[src/rtl/energy_frame_rx.sv]
// Serial telemetry receiver: UART 8N1 deserializer plus a 4-byte frame checker (A5, v, c, csum).
// Define ENERGY_POWER_CALC_EN to register power_out = volt*curr; otherwise power_out is tied to 0.
module energy_frame_rx #(
  parameter int unsigned CLKS_PER_BIT = 868,
  parameter int unsigned TIMEOUT_BITS = 20
) (
  input  logic        clk,
  input  logic        rst,
  input  logic        rx_serial,
  output logic [7:0]  volt_out,
  output logic [7:0]  curr_out,
  output logic [15:0] power_out,
  output logic        frame_valid,
  output logic        frame_err,
  output logic        busy
);

  localparam int unsigned CW        = $clog2(CLKS_PER_BIT);
  localparam int unsigned ToCycles  = TIMEOUT_BITS * CLKS_PER_BIT;
  localparam int unsigned TW        = $clog2(ToCycles + 1);
  localparam logic [CW-1:0] HalfCnt = CW'(CLKS_PER_BIT / 2);
  localparam logic [CW-1:0] LastCnt = CW'(CLKS_PER_BIT - 1);
  localparam logic [TW-1:0] ToLast  = TW'(ToCycles - 1);
  localparam logic [7:0]    SyncByte = 8'hA5;

  typedef enum logic [1:0] {BitIdle, BitStart, BitData, BitStop} bit_st_e;
  typedef enum logic [1:0] {FrHunt, FrVolt, FrCurr, FrCsum} fr_st_e;

  // Two-flop synchronizer; resets to the idle (high) line level.
  logic rx_meta_q, rx_s_q;

  always_ff @(posedge clk or posedge rst) begin
    if (rst) begin
      rx_meta_q <= 1'b1;
      rx_s_q    <= 1'b1;
    end else begin
      rx_meta_q <= rx_serial;
      rx_s_q    <= rx_meta_q;
    end
  end

  bit_st_e       bit_st_q;
  logic [CW-1:0] cnt_q;
  logic [2:0]    idx_q;
  logic [7:0]    shift_q;
  logic          byte_ok_q;
  logic          stop_err_q;

  always_ff @(posedge clk or posedge rst) begin
    if (rst) begin
      bit_st_q   <= BitIdle;
      cnt_q      <= '0;
      idx_q      <= '0;
      shift_q    <= '0;
      byte_ok_q  <= 1'b0;
      stop_err_q <= 1'b0;
    end else begin
      byte_ok_q  <= 1'b0;
      stop_err_q <= 1'b0;
      case (bit_st_q)
        BitIdle: begin
          if (!rx_s_q) begin
            bit_st_q <= BitStart;
            cnt_q    <= '0;
          end
        end
        BitStart: begin
          if (cnt_q == HalfCnt) begin
            cnt_q    <= '0;
            idx_q    <= '0;
            // A high line at mid-start is a glitch, not a byte.
            bit_st_q <= rx_s_q ? BitIdle : BitData;
          end else begin
            cnt_q <= cnt_q + 1'b1;
          end
        end
        BitData: begin
          if (cnt_q == LastCnt) begin
            cnt_q   <= '0;
            shift_q <= {rx_s_q, shift_q[7:1]};
            idx_q   <= idx_q + 1'b1;
            if (idx_q == 3'd7) bit_st_q <= BitStop;
          end else begin
            cnt_q <= cnt_q + 1'b1;
          end
        end
        BitStop: begin
          if (cnt_q == LastCnt) begin
            cnt_q    <= '0;
            bit_st_q <= BitIdle;
            if (rx_s_q) byte_ok_q  <= 1'b1;
            else        stop_err_q <= 1'b1;
          end else begin
            cnt_q <= cnt_q + 1'b1;
          end
        end
        default: bit_st_q <= BitIdle;
      endcase
    end
  end

  fr_st_e        fr_st_q;
  logic [7:0]    v_q, c_q;
  logic [7:0]    volt_q, curr_q;
  logic          valid_q, err_q;
  logic [TW-1:0] to_cnt_q;
  logic [7:0]    csum_exp;
  logic          frame_good;

  assign csum_exp   = SyncByte + v_q + c_q;
  assign frame_good = byte_ok_q && (fr_st_q == FrCsum) && (shift_q == csum_exp);

  always_ff @(posedge clk or posedge rst) begin
    if (rst) begin
      fr_st_q  <= FrHunt;
      v_q      <= '0;
      c_q      <= '0;
      volt_q   <= '0;
      curr_q   <= '0;
      valid_q  <= 1'b0;
      err_q    <= 1'b0;
      to_cnt_q <= '0;
    end else begin
      valid_q <= 1'b0;
      err_q   <= 1'b0;
      if (stop_err_q) begin
        err_q    <= 1'b1;
        fr_st_q  <= FrHunt;
        to_cnt_q <= '0;
      end else if (byte_ok_q) begin
        to_cnt_q <= '0;
        case (fr_st_q)
          FrHunt: if (shift_q == SyncByte) fr_st_q <= FrVolt;
          FrVolt: begin
            v_q     <= shift_q;
            fr_st_q <= FrCurr;
          end
          FrCurr: begin
            c_q     <= shift_q;
            fr_st_q <= FrCsum;
          end
          FrCsum: begin
            if (frame_good) begin
              volt_q  <= v_q;
              curr_q  <= c_q;
              valid_q <= 1'b1;
            end else begin
              err_q <= 1'b1;
            end
            fr_st_q <= FrHunt;
          end
          default: fr_st_q <= FrHunt;
        endcase
      end else if (fr_st_q != FrHunt) begin
        // Only idle line time counts toward the timeout; any start bit restarts it.
        if (bit_st_q != BitIdle) begin
          to_cnt_q <= '0;
        end else if (to_cnt_q == ToLast) begin
          err_q    <= 1'b1;
          fr_st_q  <= FrHunt;
          to_cnt_q <= '0;
        end else begin
          to_cnt_q <= to_cnt_q + 1'b1;
        end
      end else begin
        to_cnt_q <= '0;
      end
    end
  end

`ifdef ENERGY_POWER_CALC_EN
  logic [15:0] power_q;

  always_ff @(posedge clk or posedge rst) begin
    if (rst) begin
      power_q <= '0;
    end else if (frame_good) begin
      power_q <= {8'h00, v_q} * {8'h00, c_q};
    end
  end

  assign power_out = power_q;
`else
  assign power_out = 16'h0000;
`endif

  assign volt_out    = volt_q;
  assign curr_out    = curr_q;
  assign frame_valid = valid_q;
  assign frame_err   = err_q;
  assign busy        = (fr_st_q != FrHunt);

endmodule
[config.mk]
export PLATFORM = sky130hd
export DESIGN_NAME = energy_frame_rx
export DESIGN_NICKNAME = d
export VERILOG_FILES = /design/src/rtl/energy_frame_rx.sv
export SDC_FILE = /design/constraint.sdc
export NUM_CORES = 1
export LEC_CHECK = 0
export BUFFER_PORTS_ARGS = -buffer_cell sky130_fd_sc_hd__buf_4
export CORE_ASPECT_RATIO = 1.2
export CORE_MARGIN = 2
export CORE_UTILIZATION = 45
export CTS_CLUSTER_DIAMETER = 50
export CTS_CLUSTER_SIZE = 14
export DETAILED_ROUTE_END_ITERATION = 10
export GPL_ROUTABILITY_DRIVEN = 1
export HOLD_SLACK_MARGIN = 0.05
export PLACE_DENSITY_LB_ADDON = 0.15
export SYNTH_ARGS = -nofsm -noshare
export SYNTH_HDL_FRONTEND = slang
export SYNTH_SLANG_ARGS = --single-unit
[constraint.sdc]
create_clock -name clk -period 3.3 [get_ports clk]
set_input_delay 0.66 -clock clk [delete_from_list [all_inputs] [get_ports clk]]
set_output_delay 0.66 -clock clk [all_outputs]
set_load 0.02 [all_outputs]
# == Yosys cells after proc, flatten, opt, wreduce, memory -nomap -nowiden ==
# Cells that the tools add are included.
# classes
n_mux,43
n_reduce_logical,17
eq_ne,19
bitwise,1
addsub,5
# op_table
op,count
$mux W15,5
$mux W10,3
$pmux W10 S3,1
$mux W2,12
$mux W1,17
$pmux W2 S4,2
$add A15 B1 Y15 const B,1
$eq A15 B15 Y1 const B,1
$add A10 B1 Y10 const B,1
$eq A10 B10 Y1 const B,1
$eq A10 B9 Y1 const B,1
$ne A2 B2 Y1 const B,5
$reduce_and A3 Y1,3
$add A8 B8 Y8,1
$add A8 B8 Y8 const A,1
$eq A2 B2 Y1 const B,4
$eq A8 B8 Y1,1
$eq A8 B8 Y1 const B,1
$reduce_and A4 Y1,2
$mux W3,2
$pmux W3 S2,1
$reduce_bool A2 Y1,3
$reduce_bool A3 Y1,2
$reduce_and A5 Y1,1
10 further kinds,13
# word_totals
wordCells,101
in_bits,3
ff_bits,78

# == Longest topological paths before layout ==
# Gate-level depths: netlist of run 1.
# logic_depth
depth_word,8
ltp_mapped,12
ltp_nobuf,11

# == Worst setup path before layout of run 1 ==
# Ideal clock, no wire load.
# synth_path
path_kind,reg2reg
start,register v_q[1]
end,"register curr_q[0], in the netlist curr_out[0]"
required_time_ns,3.175
arrival_ns,3.211
stages_incl_launch_ff,11
slack_ns,-0.036
n_path_buf,1
synth_period_minus_slack_ns,3.336
cell_sequence,dfrtp_1 ha_1 ha_1 fa_1 a21o_1 a21oi_2 xnor2_1 or4_4 nor4_4 buf_8 mux2_4
# synth_between
elab_chain_len,5
# synth_lines
element,line,text
start: declaration,103,"logic [7:0] v_q, c_q;"
start signal: assignment,135,v_q <= shift_q;
$add A8 B8 Y8 (2 in series),110,assign csum_exp = SyncByte + v_q + c_q;
$eq A8 B8 Y1,111,assign frame_good = byte_ok_q && (fr_st_q == FrCsum) && (shift_q == csum_exp);
$logic_and A1 B1 Y1,111,
$reduce_and A4 Y1 (no source line),n/a,
end signal: assignment,145,curr_q <= c_q;
end: declaration,104,"logic [7:0] volt_q, curr_q;"
# Every way passes these cells.
# A chain may end at the register's enable or synchronous reset.

# == Final worst setup path of run 1 ==
# layout_path
start,register c_q[1]
end,"register volt_q[0], in the netlist volt_out[0]"
# layout_between
elab_chain_len,4
# layout_lines
element,line,text
start: declaration,103,
start signal: assignment,139,c_q <= shift_q;
$add A8 B8 Y8,110,
$eq A8 B8 Y1,111,
$logic_and A1 B1 Y1,111,
$reduce_and A4 Y1 (no source line),n/a,
end signal: assignment,144,volt_q <= v_q;
end: declaration,104,
# Every way passes these cells.

==> reports/qor.yml, run 1 <==
run_status:
  status: "completed"
sta:
  fmax_mhz: 310.6
  grt_setup_unrepaired: "yes"
  finalWorstPathRequiredPeriod_ns: 3.220
  worstMarginPinSlew_ns: 0.6516
  relSlewSlack: 0.5651
  setup_viol: 0
  final-max-slew-violation-count: 0
  hold_violations: 0
  finalClockSkew_ns: 0.01197
  layout_worst_path_cycle_share: 0.9757
logic_synthesis:
  synth_xor_xnor_area_share: 0.07097
  netlist_instances: 358
  area_fraction_in_compound_gates_after_synthesis: 0.05739
  synth_top_flop_cell: "sky130_fd_sc_hd__dfrtp_1"
  edff_count_synth: 0
  synth_mux_area_frac: 0.1277
  mappedNetlistArea_um2: 4055
  synth.yosys.warnings: 0
  synth.area.top_cells: "sky130_fd_sc_hd__dfrtp_1 47%, sky130_fd_sc_hd__mux2_2 8.3%, sky130_fd_sc_hd__ha_1 7.1%"
  number_of_different_library_cells_in_the_post_synthesis_netlist: 53
  synth-seq-cells: 78
  synth_fa_ha_area_frac: 0.07590
  synthesis.area_per_instance_um2: 11.33
  async_reset_ff_frac: 1.000
  dominant_combinational_cell_family_by_area_after_synthesis: "multiplexers"
  top_cell_type_by_total_area_after_synthesis: "sky130_fd_sc_hd__dfrtp_1"
  share_of_synthesized_cell_area_in_and_or_nand_and_nor_gates: 0.1271
  synth_largest_type_area_fraction: 0.4690
  sequential_element_share_of_the_synthesized_area: 0.4820
worst_setup_path:
  kind_of_end_point_of_the_critical_path: "flip-flop"
  timing_worst_setup_path_type: "flip-flop to flip-flop"
  worst_path_required_ns: 3.53
  cp-start-kind: "flip-flop"
  r2r_setup_slack_ns: 0.08
  worst_ep_arrival_time_ns: 3.45
  reg2reg_depth: 9
  cp_max_fo: 5
  r2r-start: "c_q[1]"
  crit_start: "c_q[1]"
clocking:
  cts_tree: "built"
  post_cts_hold_buffer_count: 0
  cts_htree_levels: 3
  clkSinkCount: 78
  cts_buffers: 9
  cts.path.max_buffers: 2
  worst_skew_pair.late_latency_ns: 0.35
  clk_transition_reported_paths_ns: 0.08
  clock_tree.root_cell: "sky130_fd_sc_hd__clkbuf_8"
global_routing:
  wire_length_of_the_first_global_routing_pass_mm: 11.63
  globalRoute.totalOverflow: 0
  grt_start_max_net_pins: 42
  grt_pass1_vias: 2416
  track_usage: 0.1498
  grt_antenna_before_repair: 0
drt:
  drt-vias-per-instance: 4.953
  drt_wl_total_mm: 6.866
  detail_route.first_pass.iterations: 4
  vias: 2546
  drt-wirelength-per-cell_um: 13.36
  dr.first_iter.drc_count: 87
  post-route-drc-count: 0
  drtAntennaViolNets: 0
die:
  die-area_um2: 9790
  placeableCoreArea_um2: 8657
  die_span_y_um: 108.0
  floorplan.rows: 37
  floorplan.io_pins: 38
  fp.dieW_um: 90.66
  start_util: 0.4684
power:
  leakage_nw: 2.213
  p_per_area_nw_per_um2: 367.3
  power.ir.vdd_worst_mv: 0.2290
  total_power_w: 0.001692
cells_and_area:
  layout-area-overhead-vs-synth_pct: 13.58
  fillCellCount: 765
  insertedDiodeCount: 0
  seqCellArea_um2: 1954
  fin_cells: 514
  design.final.nets: 419
  multiInputGateArea_um2: 1979
  post_route_cells_drive_above_1_share: 0.2544
placed_design:
  dpl.hpwl_mm: 4.724
  globalplace.congestion: 0.7594
  buffer_ports.inserted: 21
  placedCellCount: 493
hold_path:
  worstHoldPathCells: 0
  min-delay-path-class: "flip-flop to flip-flop"
  hp-start: "rx_meta_q"
job:
  cap_viol_max_count: 0
==> critical path, stage by stage, from the launching register on <==
cell and delay, ns:
sky130_fd_sc_hd__dfrtp_1 0.43, sky130_fd_sc_hd__ha_4 0.26, sky130_fd_sc_hd__ha_4 0.16, sky130_fd_sc_hd__fa_2 0.55, sky130_fd_sc_hd__xnor2_2 0.11, sky130_fd_sc_hd__nand3_1 0.10
sky130_fd_sc_hd__or4_4 0.56, sky130_fd_sc_hd__nor4_4 0.41, sky130_fd_sc_hd__buf_6 0.21, sky130_fd_sc_hd__mux2_4 0.30
==> metal layers <==
metal / up-vias / routed length, µm / track usage
met3: 10 / 180 / 0.02160
met2: 40 / 3124 / 0.2297
li1: 1265 / - / -
met5: - / 0 / 0
met4: 0 / 138 / 0.07912
met1: 1231 / 3421 / 0.2078
==> layout make-up <==
cell class,count,area share
multi-input cells,252,0.4298
flip-flops and latches,78,0.4243
repair buffers,32,0.05732
well taps,117,0.03178
clock buffers,10,0.02771
inverters,19,0.01576
clock inverters,6,0.01331
==> report_power, final <==
part | internal (W) | total [W] | switching, W
combinational | 0.00000432 | 0.0000392 | 0.0000349
sequential | 0.000957 | 0.000958 | 0.00000115
clock | 0.000348 | 0.000694 | 0.000346
==> kinds of logic (layout without fill, tap and decap cells) <==
group	count (synthesis)	in the layout
AO/OA/AOI/OAI	38	38
XOR/XNOR	32	32
adder cells (fa/ha/maj)	24	24
buffers and inverters	43	67
flip-flops	78	78
multiplexers	43	43
other	1	16
AND/OR/NAND/NOR	99	99
==> through the flow <==
stage	area (µm²)	setup WS, ns	util	setup TNS, ns	hold slack (ns)
final	4606	0.08006	0.5320	0	0.3567
after global routing	4606	-0.01648	0.5320	-0.06799	0.3643
after CTS	4503	0.008222	0.5202	0	0.3581
after detailed placement	4310	0.003902	0.4979	0	0.3469
after global placement	4310	0.02951	0.4979	0	0.3457
after floorplan	4111	0.006675	-	0	0.3452
==> what timing repair did <==
item                                    in CTS  in global routing
resized for setup                            1                 16
endpoints found under the setup margin       4                 16
pin swaps                                    0                  8
setup buffers                                0                  4
gates cloned                                 0                  1
==> registers in the layout, summed over array words and instances, names as in the netlist, named ones only <==
register	cells
curr_out	8
cnt_q	10
idx_q	3
to_cnt_q	15
bit_st_q	1
stop_err_q	1
fr_st_q	2
c_q	8
volt_out	8
byte_ok_q	1
frame_valid	1
rx_meta_q	1
shift_q	8
frame_err	1
v_q	8
rx_s_q	1
==> synth_stat cells, types with 5 or more instances <==
master / number
sky130_fd_sc_hd__dfrtp_1: 76
sky130_fd_sc_hd__nor2_1: 33
sky130_fd_sc_hd__mux2_2: 30
sky130_fd_sc_hd__ha_1: 23
sky130_fd_sc_hd__nand2_1: 22
sky130_fd_sc_hd__inv_1: 19
sky130_fd_sc_hd__o21ai_0: 18
sky130_fd_sc_hd__xnor2_1: 18
sky130_fd_sc_hd__buf_4: 16
sky130_fd_sc_hd__xor2_1: 13
sky130_fd_sc_hd__nand3_1: 11
sky130_fd_sc_hd__mux2_4: 10
sky130_fd_sc_hd__and3_1: 5
sky130_fd_sc_hd__clkbuf_1: 5
==> cell usage in the layout, fill, tap and decap left out, types with 2 or more instances in the layout <==
cell,Yosys,final
sky130_fd_sc_hd__dfrtp_1,76,76
sky130_fd_sc_hd__nor2_1,33,33
sky130_fd_sc_hd__buf_4,16,28
sky130_fd_sc_hd__mux2_2,30,24
sky130_fd_sc_hd__nand2_1,22,22
sky130_fd_sc_hd__ha_1,23,21
sky130_fd_sc_hd__o21ai_0,18,18
sky130_fd_sc_hd__inv_1,19,17
sky130_fd_sc_hd__xnor2_1,18,17
sky130_fd_sc_hd__mux2_4,10,16
sky130_fd_sc_hd__conb_1,1,16
sky130_fd_sc_hd__xor2_1,13,13
sky130_fd_sc_hd__nand3_1,11,11
sky130_fd_sc_hd__clkbuf_8,0,9
sky130_fd_sc_hd__and3_1,5,5
sky130_fd_sc_hd__a21oi_1,4,4
sky130_fd_sc_hd__clkinv_2,0,4
sky130_fd_sc_hd__nor4_1,3,3
sky130_fd_sc_hd__nand4_1,3,3
sky130_fd_sc_hd__nor3_1,3,3
sky130_fd_sc_hd__or4bb_1,3,3
sky130_fd_sc_hd__mux2i_1,3,3
sky130_fd_sc_hd__o22ai_1,3,3
sky130_fd_sc_hd__buf_6,0,3
sky130_fd_sc_hd__nor2b_1,2,2
sky130_fd_sc_hd__nand2b_1,2,2
sky130_fd_sc_hd__o41ai_1,2,2
sky130_fd_sc_hd__ha_4,0,2
sky130_fd_sc_hd__dfstp_2,2,2
==> path summary, 6_finish.rpt <==
path | end
worst max-delay path | volt_out[0]
worst min-delay path | rx_s_q
worst max register to register | volt_out[0]
worst min register to register | rx_s_q
max in group asynchronous | rx_meta_q
min in group asynchronous | to_cnt_q[1]
(Power assumes the default switching activity.)
==> run 2: changes to the inputs <==
CORE_MARGIN = 8   (was 2)
==> reports/qor.yml, run 2 (synthesized netlist as in run 1, its figures left out) <==
worst_setup_path:
  worst_ep_arrival_time_ns: 3.41  # -0.04 ns
  r2r_setup_slack_ns: 0.12  # +0.04 ns
  reg2reg_depth: 10  # +1
  kind_of_end_point_of_the_critical_path: "flip-flop"
  r2r-start: "v_q[1]"
  worst_path_required_ns: 3.53  # about the same
  r2r-end: "volt_out[6]"
  cp-start-kind: "flip-flop"
  cp_max_fo: 8  # +3
  timing_worst_setup_path_type: "flip-flop to flip-flop"
cells_and_area:
  final_design_area_no_fill_um2: 4589  # -0.35%
  insertedDiodeCount: 0  # unchanged
  fillCellCount: 804  # +5.1%
  top_register: "to_cnt_q"
  layout-area-overhead-vs-synth_pct: 13.17
  post_route_cells_drive_above_1_share: 0.2506  # -0.003775
  layout_commonest_cell: "sky130_fd_sc_hd__dfrtp_1"
  layout.core_utilization: 0.5162  # -0.01583
  largest_register_ff_count: 15  # unchanged
  leading_cell_types_in_the_layout_fill_and_taps_excluded: "76 x sky130_fd_sc_hd__dfrtp_1, 33 x sky130_fd_sc_hd__nor2_1, 27 x sky130_fd_sc_hd__buf_4, 24 x sky130_fd_sc_hd__mux2_2, 22 x sky130_fd_sc_hd__nand2_1"
  design.final.nets: 417  # -0.48%
  reg.largest.list: "to_cnt_q: 15 flops, cnt_q: 10 flops"
hold_path:
  min-delay-path-class: "flip-flop to flip-flop"
  worstHoldPathCells: 0  # unchanged
  holdPathEnd: "rx_s_q"
  hp-start: "rx_meta_q"
power:
  seqPwrFrac: 0.581  # +0.014
  power_switching_share: 0.2277  # +0.002073
  power.ir.vdd_worst_mv: 0.1633  # -29%
  power_frac_comb: 0.024  # about the same
  p_clk_frac: 0.396  # -0.014
  p_per_area_nw_per_um2: 359.8  # -2.0%
  cell_internal_pwr_w: 0.001275  # -2.6%
  leakage_nw: 2.185  # -1.3%
  power.switching_w: 0.0003761  # -1.5%
sta:
  finalClockSkew_ns: 0.008218  # -0.003749 ns
  layout_worst_path_cycle_share: 0.9633  # -0.01245
  tns_ns: 0  # unchanged
  relSlewSlack: 0.5310  # -0.03406
  finalWorstPathRequiredPeriod_ns: 3.179  # -0.04109 ns
  timing.hold.ws_ns: 0.3573  # +0.0006600 ns
  fmax_mhz: 314.6  # +1.3%
  final-max-slew-violation-count: 0  # unchanged
  hold_violations: 0  # unchanged
  grt_setup_unrepaired: "yes"
  setup_viol: 0  # unchanged
  worstMarginPinSlew_ns: 0.7026  # +0.05103 ns
clocking:
  clock_tree.root_cell: "sky130_fd_sc_hd__clkbuf_8"
  cts_buffers: 9  # unchanged
  cts_tree: "built"
  cts_htree_levels: 3  # unchanged
  post_cts_hold_buffer_count: 0  # unchanged
  clkSinkCount: 78  # unchanged
  clk_transition_reported_paths_ns: 0.08  # about the same
  cts.path.max_buffers: 2  # unchanged
  worst_skew_pair.late_latency_ns: 0.35  # about the same
die:
  die-area_um2: 12320  # +26%
  placeableCoreArea_um2: 8891  # +2.7%
  die_span_y_um: 120.0  # +11%
  fp.dieW_um: 102.7  # +13%
  start_util: 0.4561  # -0.01233
  floorplan.io_pins: 38  # unchanged
  floorplan.rows: 38  # +2.7%
placed_design:
  postPlaceCellArea_um2: 4327  # +0.38%
  globalplace.congestion: 0.8288  # +9.1%
  buffer_ports.inserted: 21  # unchanged
  dpl.hpwl_mm: 5.320  # +13%
drt:
  drt-wirelength-per-cell_um: 14.68  # +9.9%
  detail_route.first_pass.iterations: 4  # unchanged
  dr.first_iter.drc_count: 80  # -8.0%
  drt-vias-per-instance: 5.029  # +1.5%
  post-route-drc-count: 0  # unchanged
  drt_wl_total_mm: 7.559  # +10%
  drtAntennaViolNets: 0  # unchanged
  vias: 2590  # +1.7%
global_routing:
  grt_antenna_before_repair: 0  # unchanged
  track_usage: 0.1336  # -0.01625
  grt_pass1_vias: 2639  # +9.2%
  globalRoute.totalOverflow: 0  # unchanged
  grt_start_max_net_pins: 42  # unchanged
  wire_length_of_the_first_global_routing_pass_mm: 13.05  # +12%
job:
  cap_viol_max_count: 0  # unchanged
run_status:
  status: "completed"
## run 2: area by class of cell
cell class,count,area (µm²),share of cell area
repair buffers,30,259.0,0.05643
multi-input cells,252,1974,0.4302
flip-flops and latches,78,1954,0.4258
clock buffers,13,158.9,0.03462
inverters,19,72.57,0.01581
well taps,120,150.1,0.03272
clock inverters,3,20.02,0.004362
## run 2: routing by layer
metal / global-route usage / part of all wire
met4: 0.05336 / 0.017
met5: 0 / 0
met1: 0.1700 / 0.47
met3: 0.03708 / 0.046
met2: 0.2083 / 0.47
## run 2: critical path, stage by stage, from the launching register on
cell	delay, ns
sky130_fd_sc_hd__dfrtp_1	0.41
sky130_fd_sc_hd__ha_4	0.25
sky130_fd_sc_hd__ha_4	0.16
sky130_fd_sc_hd__fa_2	0.38
sky130_fd_sc_hd__a21o_1	0.17
sky130_fd_sc_hd__a21oi_2	0.17
sky130_fd_sc_hd__xnor2_1	0.08
sky130_fd_sc_hd__or4_4	0.56
sky130_fd_sc_hd__nor4_4	0.32
sky130_fd_sc_hd__buf_6	0.23
sky130_fd_sc_hd__mux2_4	0.31
## run 2: power groups by stage
stage	registers, W	logic, W	clock network (W)
2_1_floorplan	0.000977	0.0000447	0
3_3_place_gp	0.000978	0.0000406	0
3_5_place_dp	0.000977	0.0000409	0
4_1_cts	0.000959	0.0000408	0.000679
5_1_grt	0.000959	0.0000457	0.000726
6_report	0.000959	0.0000395	0.000653
## run 2: worst max-delay path by stage
| stage | from | endpoint | slack [ns] |
|---|---|---|---|
| 2_1_floorplan | v_q[1] | curr_out[0] | 0.007 |
| 3_3_place_gp | v_q[1] | volt_out[5] | 0.04 |
| 3_5_place_dp | v_q[1] | volt_out[6] | -0.007 |
| 4_1_cts | v_q[1] | volt_out[6] | 0.003 |
| 5_1_grt | v_q[0] | volt_out[6] | -0.03 |
| 6_report | v_q[1] | volt_out[6] | 0.12 |
## run 2: what timing repair did
item	in CTS	in global routing
setup buffers	1	2
endpoints found under the setup margin	6	16
pin swaps	3	8
resized for setup	2	13
cloned	1	0
## run 2: per-stage QoR
stage	cells	worst slack, ns	power (W)
final	515	0.1211	0.001651
after global routing	515	-0.03245	0.001730
after CTS	514	0.003228	0.001679
after detailed placement	496	-0.006956	0.001018
after global placement	496	0.04080	0.001018
after floorplan	373	0.006675	0.001022
